$ cat src/rtl/pipe_pkg.sv
// Shared constants and types for the inter-stage pipeline registers.
package pipe_pkg;

    localparam logic [31:0] NOP_INST = 32'h0000_0013;

    typedef struct packed {
        logic wb;
        logic mem;
        logic ex;
    } pipe_ctrl_t;

    localparam int unsigned CTRL_W_DEF = $bits(pipe_ctrl_t);
    localparam int unsigned RD_W_DEF   = 5;

endpackage

$ cat src/rtl/pipe_entry.sv
// One pipeline slot: holds ctrl/data/rd/inst plus valid, with load and clear enables.
module pipe_entry
    import pipe_pkg::*;
#(
    parameter int unsigned CTRL_W = CTRL_W_DEF,
    parameter int unsigned DATA_W = 128,
    parameter int unsigned RD_W   = RD_W_DEF
) (
    input  logic              i_clk,
    input  logic              i_rst_n,
    input  logic              i_load,
    input  logic              i_clear,
    input  logic [CTRL_W-1:0] i_ctrl,
    input  logic [DATA_W-1:0] i_data,
    input  logic [RD_W-1:0]   i_rd,
    input  logic [31:0]       i_inst,
    output logic              o_valid,
    output logic [CTRL_W-1:0] o_ctrl,
    output logic [DATA_W-1:0] o_data,
    output logic [RD_W-1:0]   o_rd,
    output logic [31:0]       o_inst
);

    logic              r_valid;
    logic [CTRL_W-1:0] r_ctrl;
    logic [DATA_W-1:0] r_data;
    logic [RD_W-1:0]   r_rd;
    logic [31:0]       r_inst;

    // An empty slot always holds bubble values so the outputs need no masking.
    always_ff @(posedge i_clk or negedge i_rst_n) begin
        if (!i_rst_n) begin
            r_valid <= 1'b0;
            r_ctrl  <= '0;
            r_data  <= '0;
            r_rd    <= '0;
            r_inst  <= NOP_INST;
        end else if (i_clear) begin
            r_valid <= 1'b0;
            r_ctrl  <= '0;
            r_data  <= '0;
            r_rd    <= '0;
            r_inst  <= NOP_INST;
        end else if (i_load) begin
            r_valid <= 1'b1;
            r_ctrl  <= i_ctrl;
            r_data  <= i_data;
            r_rd    <= i_rd;
            r_inst  <= i_inst;
        end
    end

    assign o_valid = r_valid;
    assign o_ctrl  = r_ctrl;
    assign o_data  = r_data;
    assign o_rd    = r_rd;
    assign o_inst  = r_inst;

endmodule

$ cat src/rtl/pipe_stage_reg.sv
// Generic valid/ready pipeline stage register with flush, optional 2-entry skid buffer
// and a saturating bubble counter.
module pipe_stage_reg
    import pipe_pkg::*;
#(
    parameter int unsigned CTRL_W = CTRL_W_DEF,
    parameter int unsigned DATA_W = 128,
    parameter int unsigned RD_W   = RD_W_DEF,
    parameter int unsigned SKID   = 0,
    parameter int unsigned CNT_W  = 16
) (
    input  logic              clk,
    input  logic              rst_n,
    input  logic              flush,
    input  logic              in_valid,
    output logic              in_ready,
    input  logic [CTRL_W-1:0] in_ctrl,
    input  logic [DATA_W-1:0] in_data,
    input  logic [RD_W-1:0]   in_rd,
    input  logic [31:0]       in_inst,
    output logic              out_valid,
    input  logic              out_ready,
    output logic [CTRL_W-1:0] out_ctrl,
    output logic [DATA_W-1:0] out_data,
    output logic [RD_W-1:0]   out_rd,
    output logic [31:0]       out_inst,
    output logic [CNT_W-1:0]  bubble_cnt
);

    logic              w_accept;
    logic              w_retire;
    logic              w_head_load;
    logic              w_head_clear;
    logic [CTRL_W-1:0] w_head_ctrl;
    logic [DATA_W-1:0] w_head_data;
    logic [RD_W-1:0]   w_head_rd;
    logic [31:0]       w_head_inst;
    logic [CNT_W-1:0]  r_bubble_cnt;

    assign w_accept = in_valid & in_ready;
    assign w_retire = out_valid & out_ready;

    pipe_entry #(
        .CTRL_W (CTRL_W),
        .DATA_W (DATA_W),
        .RD_W   (RD_W)
    ) u_head (
        .i_clk   (clk),
        .i_rst_n (rst_n),
        .i_load  (w_head_load),
        .i_clear (w_head_clear),
        .i_ctrl  (w_head_ctrl),
        .i_data  (w_head_data),
        .i_rd    (w_head_rd),
        .i_inst  (w_head_inst),
        .o_valid (out_valid),
        .o_ctrl  (out_ctrl),
        .o_data  (out_data),
        .o_rd    (out_rd),
        .o_inst  (out_inst)
    );

    if (SKID == 0) begin : g_single
        assign in_ready     = out_ready | ~out_valid;
        assign w_head_load  = w_accept;
        assign w_head_clear = flush | (w_retire & ~w_accept);
        assign w_head_ctrl  = in_ctrl;
        assign w_head_data  = in_data;
        assign w_head_rd    = in_rd;
        assign w_head_inst  = in_inst;
    end else begin : g_skid
        logic [1:0]        r_count;
        logic [1:0]        w_count_next;
        logic              r_in_ready;
        logic              w_skid_load;
        logic              w_skid_clear;
        logic              w_skid_valid;
        logic              w_from_skid;
        logic [CTRL_W-1:0] w_skid_ctrl;
        logic [DATA_W-1:0] w_skid_data;
        logic [RD_W-1:0]   w_skid_rd;
        logic [31:0]       w_skid_inst;

        pipe_entry #(
            .CTRL_W (CTRL_W),
            .DATA_W (DATA_W),
            .RD_W   (RD_W)
        ) u_skid (
            .i_clk   (clk),
            .i_rst_n (rst_n),
            .i_load  (w_skid_load),
            .i_clear (w_skid_clear),
            .i_ctrl  (in_ctrl),
            .i_data  (in_data),
            .i_rd    (in_rd),
            .i_inst  (in_inst),
            .o_valid (w_skid_valid),
            .o_ctrl  (w_skid_ctrl),
            .o_data  (w_skid_data),
            .o_rd    (w_skid_rd),
            .o_inst  (w_skid_inst)
        );

        // Head refills from the skid slot when it retires with both slots full.
        assign w_from_skid = w_skid_valid & w_retire;
        assign w_head_ctrl = w_from_skid ? w_skid_ctrl : in_ctrl;
        assign w_head_data = w_from_skid ? w_skid_data : in_data;
        assign w_head_rd   = w_from_skid ? w_skid_rd   : in_rd;
        assign w_head_inst = w_from_skid ? w_skid_inst : in_inst;

        always_comb begin
            w_count_next = r_count;
            w_head_load  = 1'b0;
            w_head_clear = 1'b0;
            w_skid_load  = 1'b0;
            w_skid_clear = 1'b0;
            if (flush) begin
                w_count_next = 2'd0;
                w_head_clear = 1'b1;
                w_skid_clear = 1'b1;
            end else begin
                case (r_count)
                    2'd0: begin
                        if (w_accept) begin
                            w_head_load  = 1'b1;
                            w_count_next = 2'd1;
                        end
                    end
                    2'd1: begin
                        if (w_accept && w_retire) begin
                            w_head_load = 1'b1;
                        end else if (w_accept) begin
                            w_skid_load  = 1'b1;
                            w_count_next = 2'd2;
                        end else if (w_retire) begin
                            w_head_clear = 1'b1;
                            w_count_next = 2'd0;
                        end
                    end
                    2'd2: begin
                        if (w_retire) begin
                            w_head_load  = 1'b1;
                            w_skid_clear = 1'b1;
                            w_count_next = 2'd1;
                        end
                    end
                    default: begin
                        w_count_next = 2'd0;
                        w_head_clear = 1'b1;
                        w_skid_clear = 1'b1;
                    end
                endcase
            end
        end

        // in_ready comes straight from a flop, precomputed from the next occupancy.
        always_ff @(posedge clk or negedge rst_n) begin
            if (!rst_n) begin
                r_count    <= 2'd0;
                r_in_ready <= 1'b1;
            end else begin
                r_count    <= w_count_next;
                r_in_ready <= (w_count_next != 2'd2);
            end
        end

        assign in_ready = r_in_ready;
    end

    always_ff @(posedge clk or negedge rst_n) begin
        if (!rst_n) begin
            r_bubble_cnt <= '0;
        end else if (!out_valid && (r_bubble_cnt != {CNT_W{1'b1}})) begin
            r_bubble_cnt <= r_bubble_cnt + CNT_W'(1);
        end
    end

    assign bubble_cnt = r_bubble_cnt;

endmodule

$ cat config.mk
export PLATFORM = sky130hd
export DESIGN_NAME = pipe_stage_reg
export DESIGN_NICKNAME = d
export VERILOG_FILES = /design/src/rtl/pipe_pkg.sv /design/src/rtl/pipe_entry.sv /design/src/rtl/pipe_stage_reg.sv
export SDC_FILE = /design/constraint.sdc
export NUM_CORES = 1
export LEC_CHECK = 0
export CORE_MARGIN = 4
export CORE_UTILIZATION = 35
export CTS_BUF_LIST = sky130_fd_sc_hd__clkbuf_8
export CTS_CLUSTER_DIAMETER = 200
export CTS_CLUSTER_SIZE = 28
export DETAILED_ROUTE_END_ITERATION = 8
export GPL_TIMING_DRIVEN = 0
export HOLD_SLACK_MARGIN = 0.06
export PLACE_DENSITY = 0.73
export SYNTH_ARGS = -nofsm -noshare
export SYNTH_HDL_FRONTEND = slang
export SYNTH_SLANG_ARGS = --single-unit
$ cat constraint.sdc
create_clock -name clk -period 1.95 [get_ports clk]
set_clock_uncertainty 0.2 [all_clocks]
set_input_delay 0.39 -clock clk [delete_from_list [all_inputs] [get_ports clk]]
set_output_delay 0.39 -clock clk [all_outputs]
set_load 0.01 [all_outputs]
======== Word-level counts from Yosys, hierarchy flattened ========
Index checks and enable logic that the tools add are counted.
cells by class
  add/subtract/negate cells ............... 1
  multiply operators ...................... 0
  div/mod/pow operators ................... 0
  magnitude comparators ................... 0
  equal/unequal tests ..................... 1
  shift-type cells ........................ 0
  multiplexer cells ....................... 10
  bitwise logic cells ..................... 7
  reduce and logical (&&, ||, !) cells .... 3
operators with widths
  cell                     number
  $mux W128                2
  $mux W32                 2
  $add A16 B1 Y16 const B  1
  $ne A16 B16 Y1 const B   1
  $mux W5                  2
  $mux W3                  2
  $and A1 B1 Y1            3
  $mux W1                  2
  $not A1 Y1               2
  $or A1 B1 Y1             2
  $reduce_bool A2 Y1       1
  $logic_and A1 B1 Y1      1
  $logic_not A1 Y1         1
word-level totals
  bits in registers ....................... 185
  bits in latches ......................... 0
  RAM bits ................................ 0
  ROM bits ................................ 0
  bits of input ports ..................... 173
  word-level logic and storage cells ...... 28
  memories kept ........................... 0

======== Logic depth before layout (Yosys ltp) ========
  word-level depth ........................ 7
  depth in mapped cells ................... 8
  gate-level depth less buffers ........... 6

======== Cells and area by module ========
From an unflattened synthesis, not the netlist that was laid out.
unflattened totals
  cells, all modules ...................... 622
  area, all modules ....................... 7634.8 um2
by module, submodules not included
  module          instances  cells each  area an instance (um2)  seq. area each (um2)
  pipe_entry      1          545         6826.5                  4232.8
  pipe_stage_reg  1          77          808.3                   400.4

======== Worst setup path before layout ========
OpenSTA, ideal clock, no wires.
  kind .................................... flip-flop to flip-flop
  start ................................... register r_bubble_cnt[0] (netlist: bubble_cnt[0])
  end ..................................... register r_bubble_cnt[1] (netlist: bubble_cnt[1])
  data arrival time ....................... 1557 ps
  setup slack ............................. 68 ps
  cell stages (with the launch flop) ...... 5
  path buffers ............................ 0
  period minus slack after synthesis ...... 1882 ps
  path through ............................ dfrtp_1 ha_1 nand4_1 o41ai_4 mux2_4
on the way
  word-level cells in the longest chain between the ends .. 2
RTL lines
  what                                                                     RTL line               text
  from (decl)                                                              pipe_stage_reg.sv:38   logic [CNT_W-1:0] r_bubble_cnt;
  from (signal assigned)                                                   pipe_stage_reg.sv:174  r_bubble_cnt <= r_bubble_cnt + CNT_W'(1);
  parallel branches: the longest is 2 deep, another holds $add A16 B1 Y16  n/a
Several ways; the timed one is not identified.
A chain may end at the register's enable or synchronous reset.

======== Final worst setup path ========
  start ................................... register r_bubble_cnt[0] (netlist: bubble_cnt[0])
  end ..................................... output port bubble_cnt[0]
RTL lines
  what       RTL line              text
  to (decl)  pipe_stage_reg.sv:27  output logic [CNT_W-1:0] bubble_cnt
No word-level cell between the ends.

==> qor.yml <==
cells_and_area:
  multi_input_area_um2: 1920
  stdcell_count: 1114
  drive_gt1_share_pct: 12.4
  diodes: 0
  finalInstanceArea_um2: 11100
  seq_area_um2: 4640
  post-route-util_pct: 58.9
  fin_nets: 1015
  fillers: 1616
  syn_to_final_growth_pct: 64.5
synth:
  synth_cells: 449
  avgSynthCellArea_um2: 15.0
  ys_ff_latch: 185
  ys_async_sr_fraction_pct: 100
  synth_cell_type_count: 32
  ys_warn_count: 0
  synth_ff_type: "dfrtp_1"
  synth_most_common_cell: "dfrtp_1"
  synth-edff-count: 0
  synth_seq_area_share_pct: 68.7
  synth_area_leaders: "dfrtp_1 (68%), a22o_1 (21%), buf_4 (1.7%)"
  synth_top_area_share_pct: 67.5
  synth_top_cell_by_area: "dfrtp_1"
  ys_top_cells_by_count: "dfrtp_1 (182), a22o_1 (165), clkbuf_1 (18)"
  syn_area_um2: 6750
  syn-num-nets: 623
critical_path:
  critPathKind: "reg2out"
  start_kind: "flop"
  cp_data_arrival_time_ns: 1.28
  crit_path_end_kind: "output port"
  cp.required_ns: 1.36
  path_max_fanout: 3
timing:
  worst_slew_pin_slew_ns: 0.829
  finalCritPeriodShare_pct: 95.9
  finalSetupViolCount: 0
  period_needed_ns: 1.87
  rsz0062_at_grt: "no"
  final-max-slew-violation-count: 0
  fin_ws_ns: 0.0800
  slew_headroom_pct: 44.7
  hold_viol: 0
  max_freq_mhz: 535
pwr:
  seqPwrFrac_pct: 47.7
  intPower_mw: 6.62
  clkPwrFrac_pct: 33.8
  p_leak_nw: 5.80
  switchingPower_mw: 2.39
  swShare_pct: 26.5
  combPwrFrac_pct: 18.5
  power_density_nw_per_um2: 812
  ir_drop_mv: 0.360
place:
  port_buffers: 358
  dp_hpwl_um: 16000
  gp_congestion: 0.776
  dp_worst_setup_slack_ns: -0.917
  dp_cells: 1068
  place_area_um2: 10700
route:
  drc: 0
  wl_per_cell_um: 19.3
  ant_nets: 0
  wl_um: 21500
  drtIter0Drc: 182
  dr.pass1.iters: 4
  dr_total_vias: 5408
  vias_per_cell: 4.85
cts:
  clock_latency_ns: 0.45
  cts_tree: "done"
  numCtsBuffers: 17
  root_buffer: "clkbuf_8"
  htreeDepth: 4
  cts_buffer_depth: 2
  cts.clk_slew.worst_paths_ns: 0.10
  cts.sinks: 185
floorplan:
  die-area_um2: 21600
  start_util_pct: 35.8
  core_region_area_um2: 18800
  die_w_um: 147
  core.rowCount: 50
  die_height_um: 147
  io_pins: 359
global_route:
  antenna_found_initial: 0
  grtUsageTotal_pct: 19.8
  grt_pass1_vias: 5826
  gr-total-overflow: 0
  grt_first_pass_wirelength_um: 33500
  grt_max_degree: 107
flow_run:
  maxCapViolCount: 0
min_path:
  hp-class: "in2reg"
outcome:
  run_status: "completed"
-- final timing paths --
check / cells after the start / start / to / slack, ns
setup / recovery: 2 / bubble_cnt[0]$_DFFE_PN0P_ / bubble_cnt[0] / 0.08
hold / removal: 2 / in_inst[0] / u_head.o_inst[0]$_DFFE_PN1P_ / 0.28
hold reg to reg: 1 / u_head.o_data[2]$_DFFE_PN0P_ / u_head.o_data[2]$_DFFE_PN0P_ / 0.30
min in group asynchronous: 2 / rst_n / u_head.o_data[0]$_DFFE_PN0P_ / 0.35
setup reg to reg: 5 / bubble_cnt[8]$_DFFE_PN0P_ / bubble_cnt[1]$_DFFE_PN0P_ / 0.09
max in group asynchronous: 3 / rst_n / bubble_cnt[7]$_DFFE_PN0P_ / 0.32
-- layer usage --
| layer | global-route usage (%) | vias up | part of all wire [%] |
|---|---|---|---|
| met5 | 0 | - | 0 |
| met4 | 5.69 | 0 | 1.5 |
| met3 | 6.69 | 17 | 8.3 |
| met2 | 34.4 | 239 | 51 |
| met1 | 23.4 | 2645 | 39 |
| li1 | - | 2507 | - |
-- registers in the layout, summed over array words and instances, names as in the netlist --
name            flops
bubble_cnt         16
u_head.o_ctrl       3
u_head.o_data     128
u_head.o_inst      32
u_head.o_rd         5
u_head.o_valid      1
-- through the flow --
stage / total power [mW] / TNS, ns / hold WS, ns
2_1_floorplan: 4.98 / 0 / -0.106
3_3_place_gp: 6.15 / -1471.85 / 0.287
3_5_place_dp: 6.18 / -115.40 / 0.290
4_1_cts: 9.11 / 0 / 0.243
5_1_grt: 9.41 / 0 / 0.260
6_report: 9.01 / 0 / 0.282
-- critical path: stages (launching register included) --
cell and delay (ns):
dfrtp_1 0.40, buf_4 0.15, dlygate4sd2_1 0.29
-- layout by cell type (no fill, tap or decap), types with 2 or more instances in the layout --
cell type and instances:
xnor2_1 8, nor4_1 3, clkdlybuf4s50_1 171, o22a_1 3, inv_6 4, inv_2 2, buf_4 29, nand4_1 3
nor3_1 2, dfrtp_2 7, xor2_1 6, inv_1 2, dfrtp_1 175, dfstp_2 3, nor2_1 6, clkbuf_8 19
clkinv_4 2, buf_2 3, a22o_1 165, buf_6 2, clkbuf_2 14, bufinv_16 5, dlygate4sd2_1 185, nand2_1 4
nand3b_1 3, nand3_1 4
-- repair_timing --
action	4_1_cts	5_1_grt
setup endpoints to repair	343	158
hold buffers	1	0
setup buffers	12	1
gates resized for setup	224	6
endpoints found under the hold margin	102	0
pin swaps	1	2
-- area by class of cell --
class                   instances  area share [%]
multi-input cells             225            17.3
inverters                       3           0.101
well taps                     260            2.93
clock inverters                13            1.91
repair buffers                373            31.5
plain buffers                  36            2.08
clock buffers                  19            2.36
flip-flops and latches        185            41.8
-- cell families (layout without fill, tap and decap cells) --
group           after synthesis  in the layout  share of synthesized area [%]
xor+xnor                     14             14                           1.82
buf+inv                      39            444                           3.06
fa+ha+maj                     1              1                          0.185
flops                       185            185                           68.7
mux                           1              1                          0.223
compound gates              173            173                           22.6
simple gates                 36             36                           3.45
-- power by group through the flow --
stage                     Sequential (mW)  Clock, mW  Combinational [mW]
after floorplan                      4.50          0               0.473
after global placement               4.40          0                1.75
after detailed placement             4.40          0                1.78
after CTS                            4.30       3.13                1.68
after global routing                 4.34       3.27                1.79
final                                4.30       3.04                1.67
Power figures use the tool's default switching activity.
==> RTL edit 1 (same settings) <==
Register the output `bubble_cnt` once more, cleared by the reset; this adds one clock of latency there. The other outputs are not delayed to match.
--- a/src/rtl/pipe_stage_reg.sv
+++ b/src/rtl/pipe_stage_reg.sv
@@ -175,7 +175,13 @@
         end
     end
 
-    assign bubble_cnt = r_bubble_cnt;
+    always_ff @(posedge clk or negedge rst_n) begin
+        if (!rst_n) begin
+            bubble_cnt <= '0;
+        end else begin
+            bubble_cnt <= r_bubble_cnt;
+        end
+    end
 
 endmodule
 
Behaviour: not the same (Yosys sat finds a counterexample within 4 cycles, from zero or initial values and one cycle with rst_n low).
==> RTL edit 1 against the unedited design <==
The run now ends with setup timing left; design area increased by 2.9%; hold slack worse by 0.060 ns; routed wire length is 3.9% higher; cell count up 1.4%; register-to-register slack got worse by 0.03 ns; worst setup slack worse by 0.083 ns; sequential cell count rose by 16; total power down 8.0%; via count is 2.9% higher; utilization decreased by 2.3 points; die area grew 5.6%; combinational power increased by 3%; area after synthesis up 5.9%.
==> RTL edit 1: results (changes against the unedited design) <==
stage,metric,value,unit,change
clock_tree,H-tree depth,1,,-3
place,GPL Wtd Cong,0.7963,,+2.7%
route,final wirelength,22330,um,+3.9%
clock_tree,Clock Latency Late Sink,0.50,ns,+0.05 ns
place,Post-DP Area,0.01110,sq mm,+3.9%
global_route,first-pass GRT wire length,32350,um,-3.5%
clock_tree,Root Driver,clkbuf_8,,
clock_tree,TritonCTS Buffers,11,,-6
power,Peak VDD IR,514.4,uV,+43%
worst_hold_path,Worst Hold Class,primary input to register,,
run_status,status,finished with violations,,
logic_synthesis,"Seq/Total Area, Yosys",0.7044,,+0.01754
global_route,largest net degree at the start of global routing,105,,-1.9%
place,Inst Count DP,1094,,+2.4%
sta,worst setup margin,-0.003401,ns,-0.08340 ns
logic_synthesis,Synth area leaders,"dfrtp_1 (69%), a22o_1 (20%), buf_4 (1.6%)",,
route,Pre-Repair DR Iteration Count,6,,+2
cells_and_area,share of cells above drive strength 1,0.1105,,-0.01366
global_route,antenna violations before repair,1,,+1
logic_synthesis,list of most frequent post-synthesis cells,"dfrtp_1 (198), a22o_1 (165), clkbuf_1 (18), buf_4 (15), xnor2_1 (8)",,
clock_tree,"Reg clk slew, reported paths",0.16,ns,+0.06 ns
logic_synthesis,syn_nets,639,,+2.6%
worst_setup_path,Critical Path AT,1.36,ns,+0.08 ns
clock_tree,maximum root-to-sink buffer count,3,,+1
logic_synthesis,number of distinct library cells after synthesis,32,,unchanged
sta,setup violators final,1,,+1
power,P_int,6.007,mW,-9.3%
sta,Slew headroom,0.5178,,+0.07044
route,starting DRC count in detailed routing,202,,+11%
sta,Final Hold Vio Count,0,,unchanged
route,post-route ant nets,0,,unchanged
place,Post-DP HPWL,16420,um,+2.8%
route,total number of vias,5563,,+2.9%
power,Pleak,5.967,nW,+2.8%
global_route,Total GRT Usage,0.1797,,-0.01844
route,Via density,4.923,,+1.4%
logic_synthesis,"Avg Cell Area, Syn",15.37,sq um,+2.3%
cells_and_area,Layout fillers,1713,,+6.0%
place,Place WS,-0.9078,ns,+0.009579 ns
run_status,failing checks,setup timing,,
cells_and_area,nets,1033,,+1.8%
global_route,vias in the first global route,5768,,-1.0%
sta,Fin Setup TNS,-0.003401,ns,-0.003401 ns
logic_synthesis,yosys warns,0,,unchanged
RTL edit 1: cell types whose count changed in the layout (fill, tap and decap cells not counted), sizes merged:
cell           unedited run  this run
bufinv                    5         0
clkbuf                   35        25
dfrtp                   182       198
buf                      36        49
clkdlybuf4s15             0         1
clkinv                    3         1
inv                       8         5
dlygate4sd2             185       181
RTL edit 1: timing repair:
item,in CTS,in global routing
hold endpoints to repair,94,0
pin swaps,2,2
endpoints found under the setup margin,347,166
gates resized for setup,217,57
hold buffers,1,0
buffers inserted,17,2
gates cloned,0,2
RTL edit 1: worst paths after layout:
check | startpoint | cells after the start | to | slack [ns]
min reg2reg | r_bubble_cnt[5]$_DFFE_PN0P_ | 0 | bubble_cnt[5]$_DFF_PN0_ | 0.26
min | in_inst[4] | 2 | u_head.o_inst[4]$_DFFE_PN1P_ | 0.22
max | u_head.o_valid$_DFFE_PN0P_ | 5 | in_ready | -0.003
min in group asynchronous | rst_n | 2 | r_bubble_cnt[0]$_DFFE_PN0P_ | 0.27
max in group asynchronous | rst_n | 3 | u_head.o_data[30]$_DFFE_PN0P_ | 0.34
max reg2reg | u_head.o_valid$_DFFE_PN0P_ | 9 | u_head.o_data[4]$_DFFE_PN0P_ | 0.06
RTL edit 1: layout make-up:
cell class | count | area, sq um | share of cell area
flip-flops and latches | 201 | 5037 | 0.4411
repair buffers | 381 | 3586 | 0.3140
multi-input cells | 225 | 1933 | 0.1693
well taps | 270 | 337.8 | 0.02958
plain buffers | 36 | 320.3 | 0.02805
clock buffers | 11 | 151.4 | 0.01326
clock inverters | 3 | 37.54 | 0.003287
inverters | 3 | 16.27 | 0.001424
RTL edit 1: power by group through the flow:
stage	combinational, mW	clock, mW	sequential, mW
final	1.72	1.85	4.72
after global routing	1.86	2.05	4.76
after CTS	1.68	1.92	4.72
after detailed placement	1.78	0	4.82
after global placement	1.76	0	4.82
after floorplan	0.474	0	4.93
RTL edit 1: kinds of logic (layout without fill, tap and decap cells):
group	after synthesis	count (layout)	share of synthesized area
adder cells (fa/ha/maj)	1	1	0.001751
flip-flops	201	201	0.7044
AO/OA/AOI/OAI	173	173	0.2131
XOR/XNOR	14	14	0.01716
multiplexers	1	1	0.002101
AND/OR/NAND/NOR	36	36	0.03257
buffers and inverters	39	434	0.02889
RTL edit 1: worst max-delay path: stages, from the launching register on:
cell and delay (ns):
dfrtp_1 0.41, buf_6 0.12, inv_6 0.03, nor2_4 0.13, inv_2 0.06, buf_6 0.12
RTL edit 1: per-layer routing:
layer  track usage  wire, um  up-vias
li1              -         -     2551
met1        0.2154      8538     2712
met2        0.3099     10910      271
met3       0.06523      2448       27
met4       0.04170       414        2
met5             0        13        -
==> RTL edit 2 (same flow settings) <==
Without the edit above. `CNT_W`: 16 -> 32.
--- a/src/rtl/pipe_stage_reg.sv
+++ b/src/rtl/pipe_stage_reg.sv
@@ -7,7 +7,7 @@
     parameter int unsigned DATA_W = 128,
     parameter int unsigned RD_W   = RD_W_DEF,
     parameter int unsigned SKID   = 0,
-    parameter int unsigned CNT_W  = 16
+    parameter int unsigned CNT_W  = 32
 ) (
     input  logic              clk,
     input  logic              rst_n,
Ports: changed (resized bubble_cnt); port bits go from 359 to 375. No check against the original RTL was run, so the function may have changed too.
==> RTL edit 2 against the unedited design <==
The run now ends with setup timing left; count of clock-buffer cells in the layout is 8 lower; worst setup slack got worse by 0.30 ns; sequential cell count grew 16; die area rose by 12%; non-clock buffer count grew 87; routed wire length increased by 24%; sequential power is 8.4% higher; total power shrank 5.1%; cell count increased by 16%; area after synthesis increased by 12%; design area up 14%; fmax is 14% lower; sequential share of layout area is 1.7 points lower.
==> RTL edit 2: results (changes against the unedited design) <==
stage,metric,value,unit,change
run_status,status,finished with violations,,
run_status,failing checks,setup timing,,
clock_tree,"Reg clk slew, reported paths",0.17,ns,+0.07 ns
place,GPL Wtd Cong,0.8644,,+11%
logic_synthesis,most common flop cell mapped by yosys,dfrtp_1,,
cells_and_area,nets,1194,,+18%
global_route,largest net degree at the start of global routing,114,,+6.5%
sta,Fin Setup TNS,-3.599,ns,-3.599 ns
place,Place WS,-0.8794,ns,+0.03798 ns
global_route,Total GRT Usage,0.2116,,+0.01347
power,Peak VDD IR,452.8,uV,+26%
clock_tree,Post-CTS Setup Inserts,60,,+48
route,Via density,5.143,,+5.9%
logic_synthesis,number of distinct library cells after synthesis,41,,+28%
clock_tree,Clock Latency Late Sink,0.51,ns,+0.06 ns
cells_and_area,Layout fillers,1782,,+10%
place,number of port buffers,374,,+4.5%
power,Pleak,6.542,nW,+13%
global_route,vias in the first global route,7075,,+21%
worst_setup_path,reg2reg path depth,6,,+1
clock_tree,TritonCTS Buffers,11,,-6
sta,setup violators final,24,,+24
global_route,first-pass GRT wire length,40540,um,+21%
route,final wirelength,26660,um,+24%
sta,WHS,0.2185,ns,-0.06383 ns
route,starting DRC count in detailed routing,268,,+47%
sta,worst setup margin,-0.2240,ns,-0.3040 ns
logic_synthesis,"Seq/Total Area, Yosys",0.6650,,-0.02193
clock_tree,H-tree depth,1,,-3
sta,worst slew pin tran,0.6942,ns,-0.1347 ns
logic_synthesis,Synth area leaders,"dfrtp_1 (65%), a22o_1 (19%), xnor2_1 (2.1%)",,
clock_tree,Post-CTS Resized,309,,+38%
cells_and_area,share of cells above drive strength 1,0.2094,,+0.08527
logic_synthesis,syn_nets,725,,+16%
worst_setup_path,worst-path maximum fanout,5,,+2
route,Pre-Repair DR Iteration Count,6,,+2
place,Post-DP HPWL,18750,um,+17%
clock_tree,maximum root-to-sink buffer count,3,,+1
-- RTL edit 2: cell count changes in the layout (fill, tap and decap cells not counted), sizes merged, moves of 3 or more --
cell    before  now
xor2         6   10
nand2        4   15
xnor2        8   18
nand3        5   18
or3          1    4
nand4        5   14
clkbuf      35   42
dfrtp      182  198
nor3         3    8
buf         36  108
nor2         7   19
bufinv       5    0
inv          8   11
-- RTL edit 2: worst paths after layout --
check	startpoint	to
worst min register to register	u_head.o_data[88]$_DFFE_PN0P_	u_head.o_data[88]$_DFFE_PN0P_
max in group asynchronous	rst_n	u_head.o_data[92]$_DFFE_PN0P_
worst min-delay path	in_inst[0]	u_head.o_inst[0]$_DFFE_PN1P_
worst max-delay path	bubble_cnt[6]$_DFFE_PN0P_	bubble_cnt[3]$_DFFE_PN0P_
min in group asynchronous	rst_n	u_head.o_data[60]$_DFFE_PN0P_
worst max register to register	bubble_cnt[6]$_DFFE_PN0P_	bubble_cnt[3]$_DFFE_PN0P_
-- RTL edit 2: where the power goes --
group          total, mW  internal [mW]  switching, mW
clock               1.89          0.560           1.33
combinational       2.00           1.05          0.943
sequential          4.66           4.45          0.210
total               8.55           6.06           2.48
-- RTL edit 2: metrics by stage --
stage / instances / utilization
floorplan: 551 / -
global placement: 1200 / 0.5528
detailed placement: 1201 / 0.5543
CTS: 1278 / 0.5876
global route: 1297 / 0.5956
finish: 1297 / 0.5956
-- RTL edit 2: area by class of cell --
type                            count  area, sq um  area share
Sequential cell                   201         5051      0.4009
Timing Repair Buffer              458         4120      0.3270
Multi-Input combinational cell    302         2589      0.2055
Tap cell                          275        344.1     0.02731
Buffer                             38        269.0     0.02135
Clock buffer                       11        151.4     0.01202
Clock inverter                      4        41.29    0.003277
Inverter                            8        32.53    0.002582
-- RTL edit 2: cell families (layout without fill, tap and decap cells) --
group / count (synthesis) / in the layout / synth area share
simple gates: 97 / 97 / 0.06975
buf+inv: 48 / 519 / 0.02744
compound gates: 175 / 175 / 0.2025
mux: 1 / 1 / 0.001322
flops: 201 / 201 / 0.6650
xor+xnor: 28 / 28 / 0.03240
fa+ha+maj: 1 / 1 / 0.001653
-- RTL edit 2: metal layers --
layer,up-vias,GRT usage,share of wire
met5,-,0,0
met3,56,0.05619,0.081
met2,301,0.3754,0.51
met4,0,0.06098,0.032
li1,3006,-,-
met1,3308,0.2531,0.38
-- RTL edit 2: critical path, cell delays in order, from the launching register on --
cell and delay (ns):
dfrtp_2 0.44, nand4_1 0.17, or4_4 0.53, o31ai_4 0.32, buf_6 0.21, nor2_4 0.06, xor2_1 0.16
